$ cat config.mk
export PLATFORM = sky130hd
export DESIGN_NAME = mining_dispatcher
export DESIGN_NICKNAME = d
export VERILOG_FILES = /design/src/rtl/mining_dispatcher.sv
export SDC_FILE = /design/constraint.sdc
export NUM_CORES = 2
export LEC_CHECK = 0
export ABC_AREA = 0
export CORE_AREA = 4 4 691 693
export CTS_BUF_LIST = sky130_fd_sc_hd__clkbuf_8 sky130_fd_sc_hd__clkbuf_16
export CTS_CLUSTER_SIZE = 10
export DETAILED_ROUTE_END_ITERATION = 10
export DIE_AREA = 0 0 695 697
export GPL_ROUTABILITY_DRIVEN = 0
export GPL_TIMING_DRIVEN = 0
export SLEW_MARGIN = 10
export SYNTH_ARGS = -nofsm -noshare
export SYNTH_HDL_FRONTEND = slang
export SYNTH_SLANG_ARGS = --single-unit
$ cat constraint.sdc
create_clock -name clk -period 6.25 [get_ports clk]
set_clock_uncertainty 0.2 [all_clocks]
set_input_delay 0.625 -clock clk [delete_from_list [all_inputs] [get_ports clk]]
set_output_delay 0.625 -clock clk [all_outputs]
set_load 0.01 [all_outputs]
$ cat src/rtl/mining_dispatcher.sv
// Multi-core mining controller: takes framed UART commands, deals a strided nonce range across
// NUM_CORES hash cores, compares results against the target and reports hit/exhaustion/abort.
module mining_dispatcher #(
    parameter int unsigned NUM_CORES = 4,
    parameter int unsigned NONCE_W   = 32,
    parameter int unsigned HDR_BYTES = 76
) (
    input  logic                           clk,
    input  logic                           reset,
    input  logic [7:0]                     rx_data,
    input  logic                           rx_ready,
    output logic [7:0]                     tx_data,
    output logic                           tx_start,
    input  logic                           tx_busy,
    output logic [8*HDR_BYTES-1:0]         core_header,
    output logic [NUM_CORES*NONCE_W-1:0]   core_nonce,
    output logic [NUM_CORES-1:0]           core_start,
    input  logic [NUM_CORES-1:0]           core_ready,
    input  logic [NUM_CORES*256-1:0]       core_hash,
    output logic                           mining,
    output logic                           found
);

    localparam int unsigned NonceBytes = (NONCE_W + 7) / 8;
    localparam int unsigned HdrW       = 8 * HDR_BYTES;
    localparam int unsigned IdxW       = $clog2(NonceBytes + 1);

    typedef enum logic [2:0] {StIdle, StRxHdr, StRxTgt, StMine, StDrain, StTx} state_e;

    state_e                         state_q, state_d;
    logic [7:0]                     cnt_q, cnt_d;
    logic [HdrW-1:0]                header_q, header_d;
    logic [255:0]                   target_q, target_d;
    logic [NUM_CORES*NONCE_W-1:0]   nonce_q, nonce_d;
    logic [NUM_CORES-1:0]           start_q, start_d;
    logic [NUM_CORES-1:0]           busy_q, busy_d;
    logic [NUM_CORES-1:0]           retired_q, retired_d;
    logic                           found_q, found_d;
    logic                           abort_q, abort_d;
    logic [NonceBytes*8-1:0]        win_q, win_d;
    logic [IdxW-1:0]                tx_idx_q, tx_idx_d;
    logic [1:0]                     tx_ph_q, tx_ph_d;
    logic                           tx_start_q, tx_start_d;
    logic [7:0]                     tx_data_q, tx_data_d;

    logic [NUM_CORES-1:0]           valid_v, hit_v, ovf_v;
    logic [NUM_CORES*NONCE_W-1:0]   next_nonce;
    logic [NONCE_W-1:0]             win_nonce;
    logic [NonceBytes*8-1:0]        win_shift;
    logic [7:0]                     tx_byte;
    logic [IdxW-1:0]                msg_last;
    logic                           cmd_abort;

    for (genvar g = 0; g < NUM_CORES; g++) begin : g_core
        logic [NONCE_W:0] sum;
        // One extra bit so stepping past the top of the nonce space is visible.
        assign sum = {1'b0, nonce_q[g*NONCE_W +: NONCE_W]} + (NONCE_W+1)'(NUM_CORES);
        assign valid_v[g] = core_ready[g] & busy_q[g];
        assign hit_v[g]   = valid_v[g] & (core_hash[g*256 +: 256] < target_q);
        assign ovf_v[g]   = sum[NONCE_W];
        assign next_nonce[g*NONCE_W +: NONCE_W] = sum[NONCE_W-1:0];
    end

    // Descending scan so the lowest-index hitting core wins.
    always_comb begin
        win_nonce = '0;
        for (int k = NUM_CORES - 1; k >= 0; k--) begin
            if (hit_v[k]) begin
                win_nonce = nonce_q[k*NONCE_W +: NONCE_W];
            end
        end
    end

    assign cmd_abort = rx_ready && (rx_data == 8'h04);
    assign win_shift = win_q >> {tx_idx_q - IdxW'(1), 3'b000};
    assign msg_last  = (found_q && !abort_q) ? IdxW'(NonceBytes) : '0;

    always_comb begin
        tx_byte = win_shift[7:0];
        if (tx_idx_q == '0) begin
            tx_byte = abort_q ? 8'hAB : (found_q ? 8'hA5 : 8'h5A);
        end
    end

    always_comb begin
        state_d    = state_q;
        cnt_d      = cnt_q;
        header_d   = header_q;
        target_d   = target_q;
        nonce_d    = nonce_q;
        start_d    = '0;
        retired_d  = retired_q;
        found_d    = found_q;
        abort_d    = abort_q;
        win_d      = win_q;
        tx_idx_d   = tx_idx_q;
        tx_ph_d    = tx_ph_q;
        tx_start_d = 1'b0;
        tx_data_d  = tx_data_q;

        case (state_q)
            StIdle: begin
                if (rx_ready) begin
                    case (rx_data)
                        8'h01: begin
                            state_d = StRxHdr;
                            cnt_d   = '0;
                        end
                        8'h02: begin
                            state_d = StRxTgt;
                            cnt_d   = '0;
                        end
                        8'h03: begin
                            found_d   = 1'b0;
                            abort_d   = 1'b0;
                            retired_d = '0;
                            start_d   = '1;
                            for (int k = 0; k < NUM_CORES; k++) begin
                                nonce_d[k*NONCE_W +: NONCE_W] = NONCE_W'(k);
                            end
                            state_d = StMine;
                        end
                        default: ;
                    endcase
                end
            end
            StRxHdr: begin
                if (rx_ready) begin
                    header_d = (header_q << 8) | HdrW'(rx_data);
                    cnt_d    = cnt_q + 8'd1;
                    if (cnt_q == 8'(HDR_BYTES - 1)) begin
                        state_d = StIdle;
                    end
                end
            end
            StRxTgt: begin
                if (rx_ready) begin
                    target_d = (target_q << 8) | 256'(rx_data);
                    cnt_d    = cnt_q + 8'd1;
                    if (cnt_q == 8'd31) begin
                        state_d = StIdle;
                    end
                end
            end
            StMine: begin
                if (cmd_abort) begin
                    abort_d = 1'b1;
                    state_d = StDrain;
                end else if (|hit_v) begin
                    found_d = 1'b1;
                    win_d   = '0;
                    win_d[NONCE_W-1:0] = win_nonce;
                    state_d = StDrain;
                end else begin
                    for (int k = 0; k < NUM_CORES; k++) begin
                        if (valid_v[k]) begin
                            if (ovf_v[k]) begin
                                retired_d[k] = 1'b1;
                            end else begin
                                nonce_d[k*NONCE_W +: NONCE_W] = next_nonce[k*NONCE_W +: NONCE_W];
                                start_d[k] = 1'b1;
                            end
                        end
                    end
                    if ((&retired_q) && (busy_q == '0)) begin
                        state_d = StDrain;
                    end
                end
            end
            StDrain: begin
                if (cmd_abort) begin
                    abort_d = 1'b1;
                end
                if (busy_q == '0) begin
                    state_d  = StTx;
                    tx_idx_d = '0;
                    tx_ph_d  = 2'd0;
                end
            end
            StTx: begin
                // Phases: 0 issue byte, 1 wait for busy to rise, 2 wait for busy to fall.
                case (tx_ph_q)
                    2'd0: begin
                        if (!tx_busy) begin
                            tx_start_d = 1'b1;
                            tx_data_d  = tx_byte;
                            tx_ph_d    = 2'd1;
                        end
                    end
                    2'd1: begin
                        if (tx_busy) begin
                            tx_ph_d = 2'd2;
                        end
                    end
                    2'd2: begin
                        if (!tx_busy) begin
                            tx_ph_d = 2'd0;
                            if (tx_idx_q == msg_last) begin
                                state_d = StIdle;
                            end else begin
                                tx_idx_d = tx_idx_q + IdxW'(1);
                            end
                        end
                    end
                    default: tx_ph_d = 2'd0;
                endcase
            end
            default: state_d = StIdle;
        endcase

        busy_d = (busy_q & ~core_ready) | start_d;
    end

    always_ff @(posedge clk or negedge reset) begin
        if (!reset) begin
            state_q    <= StIdle;
            cnt_q      <= '0;
            header_q   <= '0;
            target_q   <= '0;
            nonce_q    <= '0;
            start_q    <= '0;
            busy_q     <= '0;
            retired_q  <= '0;
            found_q    <= 1'b0;
            abort_q    <= 1'b0;
            win_q      <= '0;
            tx_idx_q   <= '0;
            tx_ph_q    <= 2'd0;
            tx_start_q <= 1'b0;
            tx_data_q  <= '0;
        end else begin
            state_q    <= state_d;
            cnt_q      <= cnt_d;
            header_q   <= header_d;
            target_q   <= target_d;
            nonce_q    <= nonce_d;
            start_q    <= start_d;
            busy_q     <= busy_d;
            retired_q  <= retired_d;
            found_q    <= found_d;
            abort_q    <= abort_d;
            win_q      <= win_d;
            tx_idx_q   <= tx_idx_d;
            tx_ph_q    <= tx_ph_d;
            tx_start_q <= tx_start_d;
            tx_data_q  <= tx_data_d;
        end
    end

    assign tx_data     = tx_data_q;
    assign tx_start    = tx_start_q;
    assign core_header = header_q;
    assign core_nonce  = nonce_q;
    assign core_start  = start_q;
    assign found       = found_q;
    assign mining      = (state_q == StMine) || (state_q == StDrain);

endmodule

### After elaboration in Yosys (flattened, before gate mapping)

Cells that the tools add are included.

* add/sub/neg operators: 7
* order comparisons: 4
* equality and inequality tests: 48
* shift operators: 1
* mux-type cells: 86
* bitwise logic cells: 15
* reduce and logical (&&, ||, !) cells: 36

Operators by type and width (number)
* less-than comparator 256 bit: 4
* bitwise OR 608 x 8 -> 608 bit: 1
* 2-to-1 mux 128 bit: 4
* 2-to-1 mux 32 bit: 12
* bitwise OR 256 x 8 -> 256 bit: 1
* case mux 128 bit (2 select lines): 1
* adder 32 x 3 -> 33 bit, second input constant: 4
* AND reduction 7 bit: 8
* inequality test 2 bit, second input constant: 26
* 2-to-1 mux 3 bit: 17
* 2-to-1 mux 8 bit: 6
* 2-to-1 mux 4 bit: 8
* right shift 32 x 6 -> 8 bit: 1
* 2-to-1 mux 1 bit: 24
* case mux 3 bit (6 select lines): 1
* equality test 8 x 2 -> 1 bit, second input constant: 2
* case mux 4 bit (2 select lines): 2
* case mux 8 bit (2 select lines): 1
* AND reduction 5 bit: 3
* AND reduction 4 bit: 3
* AND reduction 11 bit: 1
* inequality test 3 bit, second input constant: 3
* case mux 3 bit (3 select lines): 1
* adder 8 x 1 -> 8 bit, second input constant: 1
* other kinds (36): 62

* bits in registers: 1063
* bits of input ports: 1040
* output and inout port bits: 751
* word-level logic and storage cells: 218

### Depth between registers and ports, before layout

* word-level depth: 8
* depth in mapped cells: 17
* depth with buffers taken out: 13

### Least setup slack after synthesis

Ideal clock, no wire load.

* path kind: input-to-reg
* start: input port core_hash[479]
* end: register nonce_q[30] (netlist: core_nonce[30])
* setup time: 0.136 ns
* data arrival time: 3.658 ns
* data required time: 5.914 ns
* setup slack: 2.256 ns
* cell stages on the path: 16
* buffers on the path: 4
* cells stage by stage: ha_1 nand4_1 or4_1 nand4bb_4 nor4_4 o211ai_1 a31oi_1 nor3_2 a21oi_4 buf_6 a21oi_2 buf_6 buf_2 clkbuf_1 o31ai_1 a21oi_1

* word-level cells in the longest chain between the ends: 5

RTL lines
* start, declared: line 19 `input logic [NUM_CORES*256-1:0] core_hash,`
* less-than comparator 256 bit: line 59 `assign hit_v[g] = valid_v[g] & (core_hash[g*256 +: 256] < target_q);`
* AND 1 bit: line 59
* OR reduction 4 bit: line 149 `end else if (|hit_v) begin`
* inequality test 2 bit (no line)
* AND reduction 7 bit (no line)
* end signal, assigned: line 236 `nonce_q <= nonce_d;`
* end, declared: line 34 `logic [NUM_CORES*NONCE_W-1:0] nonce_q, nonce_d;`

No other way between the ends.
A chain may end at the register's enable or synchronous reset.

### Worst setup path in the final report

* start: register target_q[217]
* end: register win_q[20]

* word-level cells in the longest chain between the ends: 6
* elaborated cells between the ends (all ways): 14
* those cells by class: order compare: 4; mux: 4; bitwise: 4; reduce/logical: 2

RTL lines
* start, declared: line 33 `logic [255:0] target_q, target_d;`
* start signal, assigned: line 235 `target_q <= target_d;`
* less-than comparator 256 bit: line 59
* AND 1 bit: line 59
* 2-to-1 mux 32 bit (4 in series): line 68 `if (hit_v[k]) begin`
* end signal, assigned: line 242 `win_q <= win_d;`
* end, declared: line 40 `logic [NonceBytes*8-1:0] win_q, win_d;`

Parallel ways exist; a longest one is shown, timed or not.

==> results.yml <==
timing:
  drv_slew: 0
  finalSetupTns_ps: 0
  max_freq_ghz: 0.166
  timing.final.setup_violations: 0
  rsz0062_at_grt: "no"
  relSlewSlack_pct: 12.3
  finalWorstSetupSlack_ps: 213
  finalCritPeriodShare_pct: 96.6
  tightest_slew_ps: 1310
  final_hold_viol_count: 0
  fin_hold_ws_ps: 106
  period_needed_ps: 6040
layout:
  final_nets: 10300
  syn2layout_area_growth_pct: 49.4
  drive_gt1_share_pct: 12.7
  final_cell_mix: "1781 x clkdlybuf4s50_1, 1057 x dfrtp_1, 1028 x ha_1"
  final_common_cell: "clkdlybuf4s50_1"
  fin_util_pct: 20.6
  seqCellArea_um2: 26500
  fillers: 51400
  multi_input_area_um2: 36800
grt:
  grt_max_degree: 150
  antenna_found_initial: 239
  grt-ovfl-total: 0
  track_usage_pct: 18.2
  first_global_vias: 60400
  grt_pass1_wl_um: 588000
logic_synthesis:
  synth_edf_count: 0
  ys.flop_type: "dfrtp_1"
  syn_inst: 6242
  syn_area_um2: 64800
  yosys.cell_types.count: 77
  avgSynthCellArea_um2: 10.4
  ys_seq_elements: 1058
  async_flop_share_pct: 100
  synth-seq-area-share_pct: 40.9
  ys_warn_count: 0
hold_path:
  hold_class: "in -> async"
setup_path:
  path_class: "reg -> reg"
  worstPathRequired_ps: 6810
  rr_worst_depth: 14
  end_kind: "register"
  arrival_ps: 6600
  critPathMaxFanout: 10
  critPathLaunchType: "register"
clocking:
  clockBufferDepth: 4
  cts_root_buf: "clkbuf_16"
  clock-sinks: 1058
  cts-htree-levels: 4
  numCtsBuffers: 139
  cts_tree: "built"
  clk_latency_ps: 850
  cts.clk_slew.worst_paths_ps: 60
die:
  ios: 1791
  fp-row-count: 252
  core_area_um2: 471000
  die_width_um: 695
  start_util_pct: 13.8
  die_y_um: 697
  dieArea_um2: 484000
drt:
  vias: 61800
  drt_iter0_markers: 4944
  viasPerCell: 4.23
  drtAntennaViolNets: 0
  drc_errors: 0
  firstDrtPassIters: 8
  wl_per_cell_um: 31.5
  drt_wl_total_um: 461000
place:
  dp_hpwl_um: 404000
  io_buffers: 1785
  place_ws_ps: -2390
pwr:
  power_density_nw_per_um2: 307
  vdd_drop_max_mv: 0.249
  static-leakage-power_nw: 42.5
flow_run:
  maxCapViolCount: 0
run_status:
  status: "completed"
## cells by family (layout without fill, tap and decap cells)
family	after synthesis	count (layout)	synth area share, %
simple gates	1513	1513	11.4
compound gates	1464	1464	13.3
flops	1058	1058	40.9
fa+ha+maj	1028	1028	19.8
mux	647	647	11.4
buf+inv	522	2597	3.11
xor+xnor	9	9	0.122
other cells	1	91	0.00579
## repair_timing
item                                    CTS  global route
hold endpoints to repair                122             0
pin swaps                                13             3
hold buffers                              1             0
gates resized for setup                  55            20
setup buffers                            47             6
endpoints found under the setup margin  168            40
## path summary, 6_finish.rpt
kind,from,end,slack [ps]
max,target_q[217]$_DFFE_PN0P_,win_q[20]$_DFFE_PN0P_,210
min,reset,tx_data[4]$_DFFE_PN0P_,110
max reg2reg,target_q[217]$_DFFE_PN0P_,win_q[20]$_DFFE_PN0P_,210
min reg2reg,target_q[135]$_DFFE_PN0P_,target_q[143]$_DFFE_PN0P_,250
max in group asynchronous,reset,core_header[97]$_DFFE_PN0P_,3410
min in group clk,rx_ready,cnt_q[0]$_DFFE_PN0P_,120
## where the power goes
part | switching (mW) | leakage, nW | total, mW | internal, mW
combinational | 8.28 | 27.1 | 13.1 | 4.82
sequential | 1.05 | 13.3 | 8.91 | 7.86
clock | 3.27 | 2.09 | 7.69 | 4.42
total | 12.6 | 42.5 | 29.7 | 17.1
## sequential cells by signal, summed over array words and instances (netlist names)
signal	cells
core_header	608
cnt_q	8
core_nonce	123
retired_q	4
abort_q	1
busy_q	4
found	1
target_q	256
tx_ph_q	2
core_start	4
tx_data	8
state_q	3
tx_idx_q	3
tx_start	1
win_q	32
## layer usage
metal | GRT usage, % | wire length (µm)
met1 | 22.9 | 194000
met2 | 28.1 | 200000
met3 | 5.93 | 42000
met4 | 8.33 | 24700
met5 | 0 | 389
## area by class of cell
cell class                      instances  area share, %
Clock inverter                         40          0.362
Clock buffer                          159           3.92
Multi-Input combinational cell       4665           38.0
Sequential cell                      1058           27.4
Timing Repair Buffer                 1878           19.9
Buffer                                211          0.898
Inverter                              309           1.28
Tap cell                             6223           8.04
Antenna cell                           87          0.225
## synthesized netlist by cell type (12+ instances only)
master | number | area share [%]
a2111oi_0 | 24 | 0.32
nand3_1 | 199 | 1.5
o221ai_1 | 12 | 0.16
a31oi_1 | 42 | 0.41
nand2_1 | 584 | 3.4
dfrtp_1 | 1058 | 41
a21oi_1 | 438 | 3.4
nand4_1 | 204 | 2.0
nand2b_1 | 24 | 0.23
a21boi_0 | 13 | 0.15
and3_1 | 40 | 0.39
or3_1 | 49 | 0.47
inv_1 | 309 | 1.8
mux2_2 | 638 | 11
o21a_1 | 34 | 0.39
nor4_1 | 44 | 0.42
o21ai_0 | 573 | 4.4
a21o_1 | 60 | 0.70
a221oi_1 | 48 | 0.65
a211oi_1 | 47 | 0.54
o22ai_1 | 13 | 0.13
o31ai_1 | 36 | 0.42
clkbuf_1 | 182 | 1.1
and4_1 | 25 | 0.34
or4_1 | 26 | 0.30
nor2b_1 | 22 | 0.21
nor2_1 | 199 | 1.2
o211ai_1 | 36 | 0.42
ha_1 | 1028 | 20
nor3_1 | 58 | 0.45
buf_2 | 12 | 0.093
## metrics by stage
step,power (mW),instance area [µm²],cells
2_1_floorplan,14.5,64800,6245
3_3_place_gp,21.4,90500,14300
3_5_place_dp,21.8,91300,14300
4_1_cts,30.0,96400,14500
5_1_grt,31.5,96700,14600
6_report,29.7,96800,14600
## critical path, stage by stage (launching register included)
cell and delay (ps):
dfrtp_1 370, inv_1 390, ha_1 350, a21o_1 180, nand3_1 70, a21oi_1 70
a2111oi_1 860, a41oi_1 300, or4_1 610, a221o_1 660, o21ba_2 380, clkbuf_1 320
a221oi_1 620, o21ai_0 300, mux2_2 320
Power figures use the tool's default switching activity.
